$ cat config.mk
export PLATFORM = sky130hd
export DESIGN_NAME = vga_timing_gen_flat
export DESIGN_NICKNAME = d
export VERILOG_FILES = /design/src/rtl/vga_timing_pkg.sv /design/src/rtl/vga_timing_gen_if.sv /design/src/rtl/vga_axis_counter.sv /design/src/rtl/vga_timing_gen.sv /design/src/flat_wrapper.sv
export SDC_FILE = /design/constraint.sdc
export NUM_CORES = 1
export LEC_CHECK = 0
export ABC_AREA = 1
export BUFFER_PORTS_ARGS = -buffer_cell sky130_fd_sc_hd__buf_4
export CAP_MARGIN = 20
export CORE_MARGIN = 4
export CORE_UTILIZATION = 48
export DETAILED_ROUTE_END_ITERATION = 10
export HOLD_SLACK_MARGIN = 0.06
export PLACE_DENSITY = 0.73
export SYNTH_ARGS = -nofsm -noshare
export SYNTH_HDL_FRONTEND = slang
export SYNTH_HIERARCHICAL = 1
export SYNTH_SLANG_ARGS = --single-unit
$ cat constraint.sdc
create_clock -name clk -period 2 [get_ports clk]
set_input_delay 0.1 -clock clk [delete_from_list [all_inputs] [get_ports clk]]
set_output_delay 0.1 -clock clk [all_outputs]
set_load 0.05 [all_outputs]
$ cat src/rtl/vga_timing_pkg.sv
// Shared timing constants and helpers for the raster timing generator.
// Latency: n/a (constants and pure functions only).
// Backpressure: n/a.
package vga_timing_pkg;

    // One axis (horizontal or vertical) of a raster timing.
    typedef struct packed {
        int unsigned active;
        int unsigned fp;
        int unsigned sync;
        int unsigned bp;
        bit          pol;
    } axis_timing_t;

    // 640x480 @ 60 Hz, 25.175 MHz pixel clock, both syncs active-low.
    localparam int VGA640_H_ACTIVE = 640;
    localparam int VGA640_H_FP     = 16;
    localparam int VGA640_H_SYNC   = 96;
    localparam int VGA640_H_BP     = 48;
    localparam bit VGA640_H_POL    = 1'b0;
    localparam int VGA640_V_ACTIVE = 480;
    localparam int VGA640_V_FP     = 10;
    localparam int VGA640_V_SYNC   = 2;
    localparam int VGA640_V_BP     = 33;
    localparam bit VGA640_V_POL    = 1'b0;

    // 800x600 @ 60 Hz, 40 MHz pixel clock, both syncs active-high.
    localparam int SVGA800_H_ACTIVE = 800;
    localparam int SVGA800_H_FP     = 40;
    localparam int SVGA800_H_SYNC   = 128;
    localparam int SVGA800_H_BP     = 88;
    localparam bit SVGA800_H_POL    = 1'b1;
    localparam int SVGA800_V_ACTIVE = 600;
    localparam int SVGA800_V_FP     = 1;
    localparam int SVGA800_V_SYNC   = 4;
    localparam int SVGA800_V_BP     = 23;
    localparam bit SVGA800_V_POL    = 1'b1;

    localparam axis_timing_t VGA640_H  = '{VGA640_H_ACTIVE, VGA640_H_FP,
                                          VGA640_H_SYNC, VGA640_H_BP, VGA640_H_POL};
    localparam axis_timing_t VGA640_V  = '{VGA640_V_ACTIVE, VGA640_V_FP,
                                          VGA640_V_SYNC, VGA640_V_BP, VGA640_V_POL};
    localparam axis_timing_t SVGA800_H = '{SVGA800_H_ACTIVE, SVGA800_H_FP,
                                          SVGA800_H_SYNC, SVGA800_H_BP, SVGA800_H_POL};
    localparam axis_timing_t SVGA800_V = '{SVGA800_V_ACTIVE, SVGA800_V_FP,
                                          SVGA800_V_SYNC, SVGA800_V_BP, SVGA800_V_POL};

    // Full period of one axis in pixels (horizontal) or lines (vertical).
    function automatic int calc_total(input int active, input int fp,
                                      input int sync, input int bp);
        return active + fp + sync + bp;
    endfunction

endpackage

$ cat src/rtl/vga_timing_gen_if.sv
// Raster timing bundle from the generator to the pixel/frame-buffer readout.
// Latency: n/a (wiring only).
// Backpressure: none; the consumer must keep up with the pixel rate.
interface vga_timing_gen_if #(
    parameter int CNT_W   = 10,
    parameter int FRAME_W = 8
);
    logic               hsync;
    logic               vsync;
    logic               valid;
    logic [CNT_W-1:0]   row;
    logic [CNT_W-1:0]   col;
    logic               line_start;
    logic               frame_start;
    logic [FRAME_W-1:0] frame_cnt;

    modport master (
        output hsync, vsync, valid, row, col, line_start, frame_start, frame_cnt
    );

    modport slave (
        input  hsync, vsync, valid, row, col, line_start, frame_start, frame_cnt
    );
endinterface

$ cat src/rtl/vga_axis_counter.sv
// Next-state and decode logic for one raster axis (wrap counter + sync window).
// Latency: purely combinational; the caller owns the count register.
// Backpressure: count only moves when inc is high, otherwise cnt_next = cnt.
module vga_axis_counter
    import vga_timing_pkg::*;
#(
    parameter int ACTIVE = 640,
    parameter int FP     = 16,
    parameter int SYNC   = 96,
    parameter int BP     = 48,
    parameter bit POL    = 1'b0,
    parameter int CNT_W  = 10
) (
    input  logic [CNT_W-1:0] cnt,
    input  logic             inc,
    output logic [CNT_W-1:0] cnt_next,
    output logic             wrap,
    output logic             in_active,
    output logic             sync_lvl
);

    localparam int TOTAL = calc_total(ACTIVE, FP, SYNC, BP);

    localparam logic [CNT_W-1:0] LAST     = CNT_W'(TOTAL - 1);
    localparam logic [CNT_W-1:0] ACT_END  = CNT_W'(ACTIVE);
    localparam logic [CNT_W-1:0] SYNC_BEG = CNT_W'(ACTIVE + FP);
    localparam logic [CNT_W-1:0] SYNC_END = CNT_W'(ACTIVE + FP + SYNC - 1);

    logic sync_active;

    // Advance/wrap the count and decode the windows on the value about to be
    // registered, so the registered outputs line up with the registered count.
    always_comb begin
        wrap     = (cnt == LAST);
        cnt_next = cnt;
        if (inc) begin
            cnt_next = wrap ? '0 : cnt + CNT_W'(1);
        end
        in_active   = (cnt_next < ACT_END);
        sync_active = (cnt_next >= SYNC_BEG) && (cnt_next <= SYNC_END);
        sync_lvl    = sync_active ? POL : ~POL;
    end

endmodule

$ cat src/rtl/vga_timing_gen.sv
// Parametrised raster timing generator: row/col counters, syncs, valid, strobes, frame count.
// Latency: every output is registered and aligned with the row/col shown in the same cycle.
// Backpressure: none; pix_en=0 freezes state and forces the one-clk strobes low.
module vga_timing_gen
    import vga_timing_pkg::*;
#(
    parameter int H_ACTIVE = VGA640_H_ACTIVE,
    parameter int H_FP     = VGA640_H_FP,
    parameter int H_SYNC   = VGA640_H_SYNC,
    parameter int H_BP     = VGA640_H_BP,
    parameter int V_ACTIVE = VGA640_V_ACTIVE,
    parameter int V_FP     = VGA640_V_FP,
    parameter int V_SYNC   = VGA640_V_SYNC,
    parameter int V_BP     = VGA640_V_BP,
    parameter bit H_POL    = VGA640_H_POL,
    parameter bit V_POL    = VGA640_V_POL,
    parameter int CNT_W    = 10,
    parameter int FRAME_W  = 8
) (
    input  logic              clk,
    input  logic              rst_n,
    input  logic              pix_en,
    vga_timing_gen_if.master  vid
);

    localparam int H_TOTAL = calc_total(H_ACTIVE, H_FP, H_SYNC, H_BP);
    localparam int V_TOTAL = calc_total(V_ACTIVE, V_FP, V_SYNC, V_BP);

    // Reject degenerate timings and counters too narrow to hold a full period.
    if (H_ACTIVE < 1 || H_FP < 1 || H_SYNC < 1 || H_BP < 1 ||
        V_ACTIVE < 1 || V_FP < 1 || V_SYNC < 1 || V_BP < 1) begin : g_bad_fields
        $fatal(1, "vga_timing_gen: every timing field must be >= 1");
    end
    if (CNT_W < 1 || CNT_W > 30 ||
        (2 ** CNT_W) < H_TOTAL || (2 ** CNT_W) < V_TOTAL) begin : g_bad_cnt_w
        $fatal(1, "vga_timing_gen: CNT_W too narrow for H_TOTAL/V_TOTAL");
    end
    if (FRAME_W < 1) begin : g_bad_frame_w
        $fatal(1, "vga_timing_gen: FRAME_W must be >= 1");
    end

    localparam logic [CNT_W-1:0] H_LAST = CNT_W'(H_TOTAL - 1);
    localparam logic [CNT_W-1:0] V_LAST = CNT_W'(V_TOTAL - 1);

    logic [CNT_W-1:0]   col_q;
    logic [CNT_W-1:0]   row_q;
    logic [CNT_W-1:0]   col_next;
    logic [CNT_W-1:0]   row_next;
    logic               h_wrap;
    logic               v_wrap;
    logic               h_active;
    logic               v_active;
    logic               h_sync_lvl;
    logic               v_sync_lvl;
    logic               v_inc;

    logic               hsync_q;
    logic               vsync_q;
    logic               valid_q;
    logic               line_start_q;
    logic               frame_start_q;
    logic [FRAME_W-1:0] frame_cnt_q;

    // Rows step only when the column is leaving its last pixel.
    assign v_inc = pix_en && h_wrap;

    vga_axis_counter #(
        .ACTIVE (H_ACTIVE),
        .FP     (H_FP),
        .SYNC   (H_SYNC),
        .BP     (H_BP),
        .POL    (H_POL),
        .CNT_W  (CNT_W)
    ) u_h_axis (
        .cnt       (col_q),
        .inc       (pix_en),
        .cnt_next  (col_next),
        .wrap      (h_wrap),
        .in_active (h_active),
        .sync_lvl  (h_sync_lvl)
    );

    vga_axis_counter #(
        .ACTIVE (V_ACTIVE),
        .FP     (V_FP),
        .SYNC   (V_SYNC),
        .BP     (V_BP),
        .POL    (V_POL),
        .CNT_W  (CNT_W)
    ) u_v_axis (
        .cnt       (row_q),
        .inc       (v_inc),
        .cnt_next  (row_next),
        .wrap      (v_wrap),
        .in_active (v_active),
        .sync_lvl  (v_sync_lvl)
    );

    // Position registers; reset parks on the last blanking pixel so the first
    // enabled clock lands on (0, 0).
    always_ff @(posedge clk) begin
        if (!rst_n) begin
            col_q <= H_LAST;
            row_q <= V_LAST;
        end else begin
            col_q <= col_next;
            row_q <= row_next;
        end
    end

    // Decoded outputs, registered from the next position so they match row/col.
    // Strobes fire only on enabled clocks that wrap the column (and row).
    always_ff @(posedge clk) begin
        if (!rst_n) begin
            valid_q       <= 1'b0;
            hsync_q       <= ~H_POL;
            vsync_q       <= ~V_POL;
            line_start_q  <= 1'b0;
            frame_start_q <= 1'b0;
            frame_cnt_q   <= '1;
        end else if (pix_en) begin
            valid_q       <= h_active && v_active;
            hsync_q       <= h_sync_lvl;
            vsync_q       <= v_sync_lvl;
            line_start_q  <= h_wrap;
            frame_start_q <= h_wrap && v_wrap;
            if (h_wrap && v_wrap) begin
                frame_cnt_q <= frame_cnt_q + FRAME_W'(1);
            end
        end else begin
            line_start_q  <= 1'b0;
            frame_start_q <= 1'b0;
        end
    end

    assign vid.col         = col_q;
    assign vid.row         = row_q;
    assign vid.valid       = valid_q;
    assign vid.hsync       = hsync_q;
    assign vid.vsync       = vsync_q;
    assign vid.line_start  = line_start_q;
    assign vid.frame_start = frame_start_q;
    assign vid.frame_cnt   = frame_cnt_q;

endmodule
$ cat src/flat_wrapper.sv
// flat-port wrapper written by rule: the top's interface ports become plain ports
module vga_timing_gen_flat import vga_timing_pkg::*;
#(
    parameter int H_ACTIVE = VGA640_H_ACTIVE,
    parameter int H_FP     = VGA640_H_FP,
    parameter int H_SYNC   = VGA640_H_SYNC,
    parameter int H_BP     = VGA640_H_BP,
    parameter int V_ACTIVE = VGA640_V_ACTIVE,
    parameter int V_FP     = VGA640_V_FP,
    parameter int V_SYNC   = VGA640_V_SYNC,
    parameter int V_BP     = VGA640_V_BP,
    parameter bit H_POL    = VGA640_H_POL,
    parameter bit V_POL    = VGA640_V_POL,
    parameter int CNT_W    = 10,
    parameter int FRAME_W  = 8
)
  (clk, rst_n, pix_en, vid_hsync, vid_vsync, vid_valid, vid_row, vid_col, vid_line_start, vid_frame_start, vid_frame_cnt);
  vga_timing_gen_if #(.CNT_W(CNT_W), .FRAME_W(FRAME_W)) vid_i ();
  input  logic clk;
  input  logic rst_n;
  input  logic pix_en;
  output wire logic [$bits(vid_i.hsync)-1:0] vid_hsync;
  output wire logic [$bits(vid_i.vsync)-1:0] vid_vsync;
  output wire logic [$bits(vid_i.valid)-1:0] vid_valid;
  output wire logic [$bits(vid_i.row)-1:0] vid_row;
  output wire logic [$bits(vid_i.col)-1:0] vid_col;
  output wire logic [$bits(vid_i.line_start)-1:0] vid_line_start;
  output wire logic [$bits(vid_i.frame_start)-1:0] vid_frame_start;
  output wire logic [$bits(vid_i.frame_cnt)-1:0] vid_frame_cnt;
  assign vid_hsync = vid_i.hsync;
  assign vid_vsync = vid_i.vsync;
  assign vid_valid = vid_i.valid;
  assign vid_row = vid_i.row;
  assign vid_col = vid_i.col;
  assign vid_line_start = vid_i.line_start;
  assign vid_frame_start = vid_i.frame_start;
  assign vid_frame_cnt = vid_i.frame_cnt;
  vga_timing_gen #(.H_ACTIVE(H_ACTIVE), .H_FP(H_FP), .H_SYNC(H_SYNC), .H_BP(H_BP), .V_ACTIVE(V_ACTIVE), .V_FP(V_FP), .V_SYNC(V_SYNC), .V_BP(V_BP), .H_POL(H_POL), .V_POL(V_POL), .CNT_W(CNT_W), .FRAME_W(FRAME_W)) u_core (.clk(clk), .rst_n(rst_n), .pix_en(pix_en), .vid(vid_i));
endmodule
==> key figures, run 1 <==
Run status
  – Status: complete, no violations

Floorplan
  – IO Pins: 36
  – Die H: just over 70 µm
  – FP Rows: 22
  – Die X: 71.6 µm
  – Placeable Area: approximately 3800 µm²
  – Die area: around 5100 µm²
  – Initial Utilization: 0.515

Route
  – DR iter-0 viols: 111
  – Final Routed Wirelength: around 4.7 mm
  – Initial DRT Pass Iterations: 4
  – Drc violations: 0
  – Wire length per cell: approximately 11 µm
  – Total number of vias: 2038
  – ANT nets after route: 0
  – Via density per instance: approximately 5

Power
  – Internal power component: ~1.4 mW
  – Worst VDD drop: ~600 µV
  – Clock power share: 0.256
  – Flop pwr share: 0.337
  – Pwr Density: 927 nW/µm²
  – Sw Pwr: approximately 0.97 mW
  – Leakage: around 1.5 nW
  – Switching share of total power: 0.403
  – Comb power frac: 0.407

Cells and area
  – Design Area, Final: 2600 µm²
  – Area grow syn2layout: 34.0%
  – Inserted Diodes: 0
  – Nets@finish: around 370
  – Share of cells above drive strength 1: 0.317

Synth
  – XOR/XNOR share of the synthesized area: 0.00903
  – Main combinational cell family by area after synthesis: simple AND/OR/NAND/NOR gates
  – Yosys reg bits: 33
  – Post-Synthesis Cell Area: around 1900 µm²
  – Seq/Total Area, Yosys: 0.340
  – Compound-Gate Fraction of Synth Area: 0.0722
  – Synthesized net count: approximately 310
  – Post-Synth Simple-Gate Area: 0.417
  – Cells after Synth: 307
  – Count of warnings emitted by yosys: 6
  – Post-Synth Adder-Cell Area: 0.0258
  – Number of distinct library cells after synthesis: 26
  – Mux cell area share after synthesis: 0
  – Mean Syn Cell Area: 6.32 µm²

CTS
  – Hold buffer count at cts: 0
  – Clk pin slew, worst setup/hold paths: approximately 0.070 ns
  – CTS tree: yes
  – Later-pin clock latency in the skew report: between 0.2 and 0.3 ns
  – CTS sink cnt: 33
  – CTS Buffer Depth: 2
  – Clock H-tree levels: 2
  – Num CTS Buffers: 5
  – Root Buffer: clkbuf_8

STA
  – Fin crit period: 1.99 ns
  – Setup TNS: 0 ns
  – Period utilisation layout: 0.996
  – Final Max Slew Viols: 0
  – Worst Tran Pin Value: 0.367 ns
  – Max Freq: ~500 MHz
  – RSZ-0062 raised after global routing: true
  – Clock skew: 0.0107 ns
  – Slew margin rel.: 0.755
  – Setup WS post-layout: ~0.009 ns
  – Setup Viol. Count Final: 0
  – Final hold vios: 0

Worst setup path
  – Worst path required time: about 2.2 ns
  – Worst Path Max Fanout: 8
  – Crit path kind: reg2reg
  – Crit end category: register
  – Worst path arrival time: ~2.2 ns
  – CP startpoint kind: register

Global route
  – Largest net degree at the start of global routing: 21
  – Number of global-route vias before repair: approximately 1.7k
  – First-pass GRT wire length: 7.55 mm
  – GR Overflow Total: 0
  – GRT Util Overall: 0.180
  – Initial antenna violation count: 0

Min path
  – Hold Crit Class: in2reg

Place
  – Routability-driven placement congestion ratio: 0.913
  – Hpwl dp: about 3.4 mm
  – Buffers added on ports: 35
  – Place WS: -0.0203 ns
  – Area of placed instances: 2390 µm²

Job
  – Total of max-cap violations: 0
-- cell usage in the layout, fill, tap and decap left out, types with 2 or more instances in the layout --
master / count
clkbuf_8: 5
inv_2: 3
nor3_1: 3
nand4_1: 6
inv_1: 58
dfxtp_1: 24
ha_1: 3
nor2_2: 8
dfxtp_4: 2
buf_4: 53
nand3_1: 33
xor2_1: 2
nand2_2: 7
nand3_2: 4
a21oi_2: 3
o21ai_1: 2
or2_2: 9
nor2_1: 24
o21ai_0: 12
nor2_4: 4
nand2_1: 70
a21oi_1: 5
nand2_4: 3
dfxtp_2: 7
-- critical path, stage by stage (launching register included) --
cell and delay (ns):
dfxtp_4 0.37, ha_4 0.15, nand2_4 0.06, nor2_4 0.11
nand2_2 0.07, nor2_4 0.11, nand2_2 0.08, clkinv_4 0.10
buf_4 0.16, nand3_1 0.08, nand2_1 0.09, nand2_2 0.07
nor2_1 0.09, nand2_1 0.05, nor2_1 0.09, nand3_1 0.07
nand2_1 0.06, nand3_1 0.07
-- worst paths after layout --
kind,slack [ns],to,from,cells after the start
worst max register to register,0.009,u_core/vid.vsync,u_core/vid.col[0],17
worst min-delay path,0.13,u_core/vid.frame_cnt[7],rst_n,2
worst max-delay path,0.009,u_core/vid.vsync,u_core/vid.col[0],17
worst min register to register,0.49,u_core/vid.vsync,u_core/vid.vsync,2
-- cell usage after synthesis --
| library cell | number | share of area |
|---|---|---|
| a21oi_1 | 6 | 0.015 |
| a21oi_2 | 2 | 0.0090 |
| and3_1 | 1 | 0.0032 |
| buf_2 | 3 | 0.0077 |
| buf_4 | 1 | 0.0039 |
| clkbuf_1 | 1 | 0.0019 |
| dfxtp_1 | 33 | 0.34 |
| ha_1 | 4 | 0.026 |
| inv_1 | 61 | 0.12 |
| inv_2 | 2 | 0.0039 |
| nand2_1 | 76 | 0.15 |
| nand2_2 | 4 | 0.013 |
| nand3_1 | 34 | 0.088 |
| nand3_2 | 4 | 0.021 |
| nand3b_1 | 1 | 0.0039 |
| nand4_1 | 6 | 0.019 |
| nor2_1 | 30 | 0.058 |
| nor2_2 | 4 | 0.013 |
| nor2_4 | 2 | 0.012 |
| nor3_1 | 3 | 0.0077 |
| o211ai_1 | 1 | 0.0039 |
| o21ai_0 | 12 | 0.031 |
| o21ai_1 | 2 | 0.0052 |
| o21bai_1 | 2 | 0.0077 |
| or2_2 | 10 | 0.032 |
| xor2_1 | 2 | 0.0090 |
-- through the flow --
stage	hold slack, ns	std cells	utilization	total power [mW]
3_5_place_dp	0.430	399	0.633	1.75
3_3_place_gp	0.427	399	0.633	1.74
6_report	0.131	411	0.689	2.41
4_1_cts	0.130	407	0.662	2.37
5_1_grt	0.154	411	0.689	2.56
2_1_floorplan	0.222	307	-	1.49
-- cell families (layout without fill, tap and decap cells) --
group                    after synthesis  count (layout)
AO/OA/AOI/OAI                         25              25
XOR/XNOR                               2               2
adder cells (fa/ha/maj)                4               4
buffers and inverters                 68             124
flip-flops                            33              33
AND/OR/NAND/NOR                      175             175
-- sequential cells by signal, summed over array words and instances (netlist names) --
register,cells
u_core/vid.col,10
u_core/vid.line_start,1
u_core/vid.row,10
u_core/vid.frame_cnt,8
u_core/vid.vsync,1
u_core/vid.hsync,1
u_core/vid.frame_start,1
u_core/vid.valid,1
-- power groups by stage --
| stage | Sequential, mW | Clock [mW] | Combinational, mW |
|---|---|---|---|
| 2_1_floorplan | 1.06 | 0 | 0.432 |
| 3_3_place_gp | 0.822 | 0 | 0.920 |
| 3_5_place_dp | 0.823 | 0 | 0.927 |
| 4_1_cts | 0.809 | 0.628 | 0.931 |
| 5_1_grt | 0.825 | 0.654 | 1.08 |
| 6_report | 0.811 | 0.617 | 0.982 |
-- cell type report --
cell class	instances	area, µm²
clock buffer	6	72.6
clock inverter	2	33.8
fill	305	1170
inverter	63	244
multi-input combinational	206	1110
sequential	33	677
tap	48	60.1
timing repair buffer	53	398
-- timing repair --
action | CTS | global route
pin swaps | 1 | 11
gates resized for setup | 1 | 19
setup buffers | 0 | 4
setup endpoints to repair | 2 | 6
-- per-layer routing --
layer  GRT usage  wire [µm]
met1       0.252       2240
met2       0.283       2130
met3      0.0337        274
met4      0.0501         31
met5           0          0
Note: power is estimated with default switching activity, not from simulation.
==> inputs of run 2 (changes only) <==
Settings changed: CORE_ASPECT_RATIO set to 1.5.
==> key figures, run 2 (same netlist as run 1, synthesis figures left out) <==
Global route
  – GR Overflow Total: 0
  – GRT met1 Usage: 0.244
  – Met3 Usage GRT: 0.0407
  – First-pass GRT wire length: 8.22 mm
  – Gr busiest metal: met2
  – Met2 GRT Util: 0.344
  – Initial antenna violation count: 0
  – Largest net degree at the start of global routing: 21
  – GRT Util Overall: 0.207
  – Number of global-route vias before repair: roughly 1.9k

STA
  – Clock skew: roughly 0.0053 ns
  – Slew margin rel.: 0.725
  – Period utilisation layout: 0.980
  – RSZ-0062 raised after global routing: true
  – Final Max Slew Viols: 0
  – Max Freq: approximately 510 MHz
  – Fin crit period: 1.96 ns
  – Worst Tran Pin Value: slightly above 0.4 ns
  – Setup Viol. Count Final: 0
  – Final hold vios: 0

Worst setup path
  – Worst path required time: ~2.2 ns
  – Worst path arrival time: between 2 and 2.5 ns
  – Crit end category: register
  – CP startpoint kind: register
  – Worst Path Max Fanout: 5
  – Crit path kind: reg2reg

Floorplan
  – FP Rows: 28
  – Initial Utilization: 0.495
  – Die area: between 5000 and 6000 µm²
  – Die X: 59.9 µm
  – IO Pins: 36
  – Placeable Area: approximately 3900 µm²
  – Die H: approximately 86 µm

Route
  – Total number of vias: between 2k and 2.5k
  – Wire length per cell: between 10 and 15 µm
  – Via density per instance: just over 5
  – ANT nets after route: 0
  – DR iter-0 viols: between 60 and 70
  – Drc violations: 0
  – Initial DRT Pass Iterations: 5
  – Final Routed Wirelength: a little under 5 mm

Cells and area
  – Core Util, Final: 0.641
  – Most frequent cells in the layout: nand2_1, inv_1, buf_4, nand3_1, nor2_1
  – Filler cell count: between 300 and 400
  – Nets@finish: between 300 and 400
  – Commonest non-fill, non-tap cell in the layout: nand2_1
  – Share of cells above drive strength 1: 0.297
  – Area grow syn2layout: 29.5%
  – Inserted Diodes: 0

CTS
  – Hold buffer count at cts: 0
  – CTS Buffer Depth: 2
  – Clk pin slew, worst setup/hold paths: roughly 0.07 ns
  – Root Buffer: clkbuf_8
  – CTS tree: yes
  – Later-pin clock latency in the skew report: 0.28 ns
  – CTS sink cnt: 33
  – Num CTS Buffers: 5
  – Clock H-tree levels: 2

Min path
  – Hold Crit Class: in2reg

Place
  – Hpwl dp: roughly 3.6 mm
  – Routability-driven placement congestion ratio: 0.898
  – Buffers added on ports: 35

Power
  – Leakage: approximately 1.4 nW
  – Pwr Density: 936 nW/µm²
  – Worst VDD drop: between 600 and 700 µV
  – Power Total: 2.35 mW

Run status
  – Status: complete, no violations

Job
  – Total of max-cap violations: 0
==> run 2: cell count changes in the layout (fill, tap and decap cells not counted), moves of 2 or more <==
cell     delta
buf_4       -3
nand2_4     -3
nor2_4      -2
nand2_1     +2
nor2_1      +3
inv_2       +2
==> run 2: critical path, cell delays in order, from the launching register on <==
cell	delay [ns]
dfxtp_4	0.36
ha_4	0.13
nand2_2	0.06
nor2_2	0.10
nand2_1	0.07
nor2_2	0.12
nand2_2	0.09
inv_4	0.08
nand2_2	0.08
inv_2	0.07
nand2_2	0.05
o21bai_1	0.12
nand2_1	0.12
nor2_2	0.14
a21oi_1	0.08
a21oi_1	0.14
nor2_1	0.06
==> run 2: power breakdown <==
part           internal [mW]  switching (mW)  leakage, nW
Clock                  0.356           0.245       0.0566
Sequential             0.732          0.0789        0.270
Combinational          0.317           0.623         1.11
==> run 2: final cells by class <==
| cell class | count | area (µm²) | share of cell area |
|---|---|---|---|
| Sequential cell | 33 | 677 | 0.269 |
| Inverter | 63 | 239 | 0.0951 |
| Multi-Input combinational cell | 206 | 1050 | 0.420 |
| Tap cell | 45 | 56.3 | 0.0224 |
| Clock buffer | 8 | 111 | 0.0443 |
| Timing Repair Buffer | 50 | 375 | 0.149 |
==> run 2: through the flow <==
stage	area [µm²]	std cells	setup WS [ns]	TNS, ns	hold WS, ns
2_1_floorplan	1990	307	-0.0203	-0.0329	0.222
3_5_place_dp	2390	397	0.0156	0	0.431
5_1_grt	2510	405	-0.140	-0.265	0.133
4_1_cts	2510	405	0.0292	0	0.130
6_report	2510	405	0.0404	0	0.136
3_3_place_gp	2390	397	0.0537	0	0.426
==> run 2: timing repair <==
item | in CTS | in global routing
pin swaps | 3 | 1
endpoints found under the setup margin | 1 | 3
gates resized for setup | 2 | 4
buffers inserted | 0 | 0
==> run 2: routing by layer <==
layer	vias up	part of all wire
met3	13	0.053
met1	934	0.40
met5	-	0
met2	58	0.52
li1	1053	-
met4	0	0.029
==> run 2: final timing paths <==
path / startpoint / to / slack (ns) / depth (start not counted)
setup / recovery: u_core/vid.col[1] / u_core/vid.valid / 0.04 / 16
hold / removal: rst_n / u_core/vid.hsync / 0.14 / 2
setup reg to reg: u_core/vid.col[1] / u_core/vid.valid / 0.04 / 16
hold reg to reg: u_core/vid.vsync / u_core/vid.vsync / 0.47 / 2
==> inputs of run 3 (changes only) <==
Settings changed: ABC_AREA 1 to 0, PLACE_DENSITY 0.73 to 0.74.
==> key figures, run 3 <==
Route
  – Final Routed Wirelength: 4.59 mm
  – Total number of vias: 1735
  – Via density per instance: between 5 and 6
  – Initial DRT Pass Iterations: 4
  – Drc violations: 0
  – Wire length per cell: between 10 and 15 µm
  – ANT nets after route: 0
  – DR iter-0 viols: 33

Synth
  – Yosys reg bits: 33
  – Post-Synth Simple-Gate Area: 0.375
  – Mean Syn Cell Area: 8.70 µm²
  – Count of warnings emitted by yosys: 6
  – Post-Synth Adder-Cell Area: 0.0289
  – Commonest cells post-synth: dfxtp_1, nand2_1, nand2b_1
  – Top-count cell post-synth: dfxtp_1
  – Synth area leader: dfxtp_1
  – Compound-Gate Fraction of Synth Area: 0.103
  – Synth area leaders: dfxtp_1, nand2_1, nand2b_1
  – Ys async rst share: 0
  – Number of distinct library cells after synthesis: between 40 and 50
  – Top-area cell type share of the netlist area: 0.382
  – Post-Synthesis Cell Area: ~1700 µm²
  – Synthesized net count: 206
  – Main combinational cell family by area after synthesis: simple AND/OR/NAND/NOR gates
  – Seq/Total Area, Yosys: 0.382
  – Cells after Synth: a little under 200
  – Number of flops mapped to enable cells by yosys: 0
  – Mux cell area share after synthesis: 0.0231
  – Top_reg_cell synth: dfxtp_1
  – XOR/XNOR share of the synthesized area: 0.0607

Global route
  – Number of global-route vias before repair: between 1.5k and 2k
  – GRT Util Overall: 0.202
  – First-pass GRT wire length: about 7.3 mm
  – Initial antenna violation count: 0
  – Largest net degree at the start of global routing: 34
  – GR Overflow Total: 0

Power
  – Internal power component: between 1 and 1.5 mW
  – Switching share of total power: 0.382
  – Pwr Density: around 910 nW/µm²
  – Leakage: about 1.1 nW
  – Comb power frac: 0.428
  – Worst VDD drop: ~900 µV
  – Sw Pwr: approximately 0.87 mW
  – Clock power share: 0.220
  – Flop pwr share: 0.352
  – Power Total: 2.28 mW

Worst setup path
  – Worst path cell trace: ha_4 -> nor4b_4 -> and4_4 -> and2_4 -> buf_6 -> nand4_1 -> nor4_2 -> a21oi_1 -> nand2_1 -> nand4_1 -> mux2i_1 -> nand2_1
  – Worst path required time: 2.16 ns
  – CP max-delay cell: dfxtp_4
  – Max incr delay on CP: 0.35 ns
  – CP Depth: 12
  – Crit end category: register
  – Crit path kind: reg2reg
  – Cell family with most CP delay: simple AND/OR/NAND/NOR gates
  – Worst Path Max Fanout: 6
  – Critical path buffers and inverters: 1
  – Reg2reg path depth: 12
  – Worst path arrival time: ~2.4 ns
  – CP startpoint kind: register

STA
  – RSZ-0062 raised after global routing: true
  – Setup Viol. Count Final: 4
  – Slew margin rel.: 0.742
  – Final hold vios: 0
  – Setup WS post-layout: -0.244 ns
  – Period utilisation layout: 1.12
  – Clock skew: 0.0107 ns
  – Final Max Slew Viols: 0
  – Fin crit period: 2.24 ns
  – Max Freq: about 450 MHz
  – Worst Tran Pin Value: about 0.39 ns
  – Setup TNS: -0.509 ns

Cells and area
  – Share of cells above drive strength 1: 0.418
  – Nets@finish: 275
  – Layout Cells excl Fill: 310
  – Most frequent cells in the layout: buf_4, nand2_1, dfxtp_1, nand2b_1, nand4_1
  – Commonest non-fill, non-tap cell in the layout: buf_4
  – Area grow syn2layout: 45.3%
  – Inserted Diodes: 0

Place
  – Routability-driven placement congestion ratio: between 0.7 and 0.8
  – Buffers added on ports: 35
  – Hpwl dp: 3.13 mm
  – Placed insts: between 200 and 300

Floorplan
  – Placeable Area: between 3000 and 4000 µm²
  – Die H: 81.5 µm
  – Initial Utilization: 0.502
  – Die X: between 50 and 60 µm
  – IO Pins: 36
  – FP Rows: 26
  – Die area: 4650 µm²

CTS
  – Clock H-tree levels: 2
  – Clk pin slew, worst setup/hold paths: 0.06 ns
  – CTS Buffer Depth: 2
  – CTS tree: yes
  – Root Buffer: clkbuf_8
  – Hold buffer count at cts: 0
  – Later-pin clock latency in the skew report: around 0.29 ns
  – Num CTS Buffers: 5
  – CTS sink cnt: 33

Min path
  – Hold depth: 2
  – Hold Crit Class: in2reg

Run status
  – Status: finished, violations left
  – Failing checks: negative setup slack

Job
  – Total of max-cap violations: 0
==> run 3: cell count changes in the layout (fill, tap and decap cells not counted), moves of 8 or more <==
cell,previous run,this run
inv_1,57,4
nand2_1,72,21
nand3_1,33,8
nor2_1,27,6
buf_4,50,66
nand2b_1,0,13
and2_1,0,10
or2_2,9,1
==> run 3: area by class of cell <==
type                            instances  area, µm²
Timing Repair Buffer                   69        538
Clock buffer                            7       86.3
Multi-Input combinational cell        155       1130
Inverter                                4       15.0
Fill cell                             292        933
Tap cell                               42       52.6
Sequential cell                        33        689
==> run 3: cell families after synthesis <==
| logic type | Yosys count |
|---|---|
| AO/OA/AOI/OAI | 28 |
| XOR/XNOR | 12 |
| adder cells (fa/ha/maj) | 4 |
| buffers and inverters | 11 |
| flip-flops | 33 |
| multiplexers | 4 |
| AND/OR/NAND/NOR | 107 |
==> run 3: final timing paths <==
check                            end         startpoint  slack, ns
max                 u_core/vid.vsync  u_core/vid.col[1]      -0.24
max reg2reg         u_core/vid.vsync  u_core/vid.col[1]      -0.24
min          u_core/vid.frame_cnt[1]              rst_n       0.16
min reg2reg         u_core/vid.vsync   u_core/vid.vsync       0.49
==> run 3: stage by stage <==
step	setup slack (ns)	hold WS, ns	instance area (µm²)	utilization
global placement	-0.164	0.434	2300	0.667
floorplan	-0.332	0.172	1830	-
CTS	-0.209	0.154	2410	0.698
global route	-0.421	0.169	2510	0.729
detailed placement	-0.217	0.440	2300	0.667
finish	-0.244	0.156	2510	0.729
==> run 3: repair_timing <==
action	4_1_cts	5_1_grt
setup buffers	1	9
hold endpoints to repair	0	0
pin swaps	4	13
endpoints found under the setup margin	5	12
resized for setup	2	8
==> run 3: power by group through the flow <==
| stage | logic [mW] | clock network [mW] | registers [mW] |
|---|---|---|---|
| final | 0.978 | 0.502 | 0.802 |
| after global routing | 1.05 | 0.555 | 0.813 |
| after CTS | 0.921 | 0.510 | 0.800 |
| after detailed placement | 0.897 | 0 | 0.812 |
| after global placement | 0.891 | 0 | 0.813 |
| after floorplan | 0.369 | 0 | 1.05 |
==> run 3: routing by layer <==
metal / vias up / GRT usage / wire (µm)
met3: 10 / 0.0425 / 175
met2: 38 / 0.355 / 2440
met5: - / 0 / 0
li1: 857 / - / -
met1: 830 / 0.228 / 1870
met4: 0 / 0.102 / 102
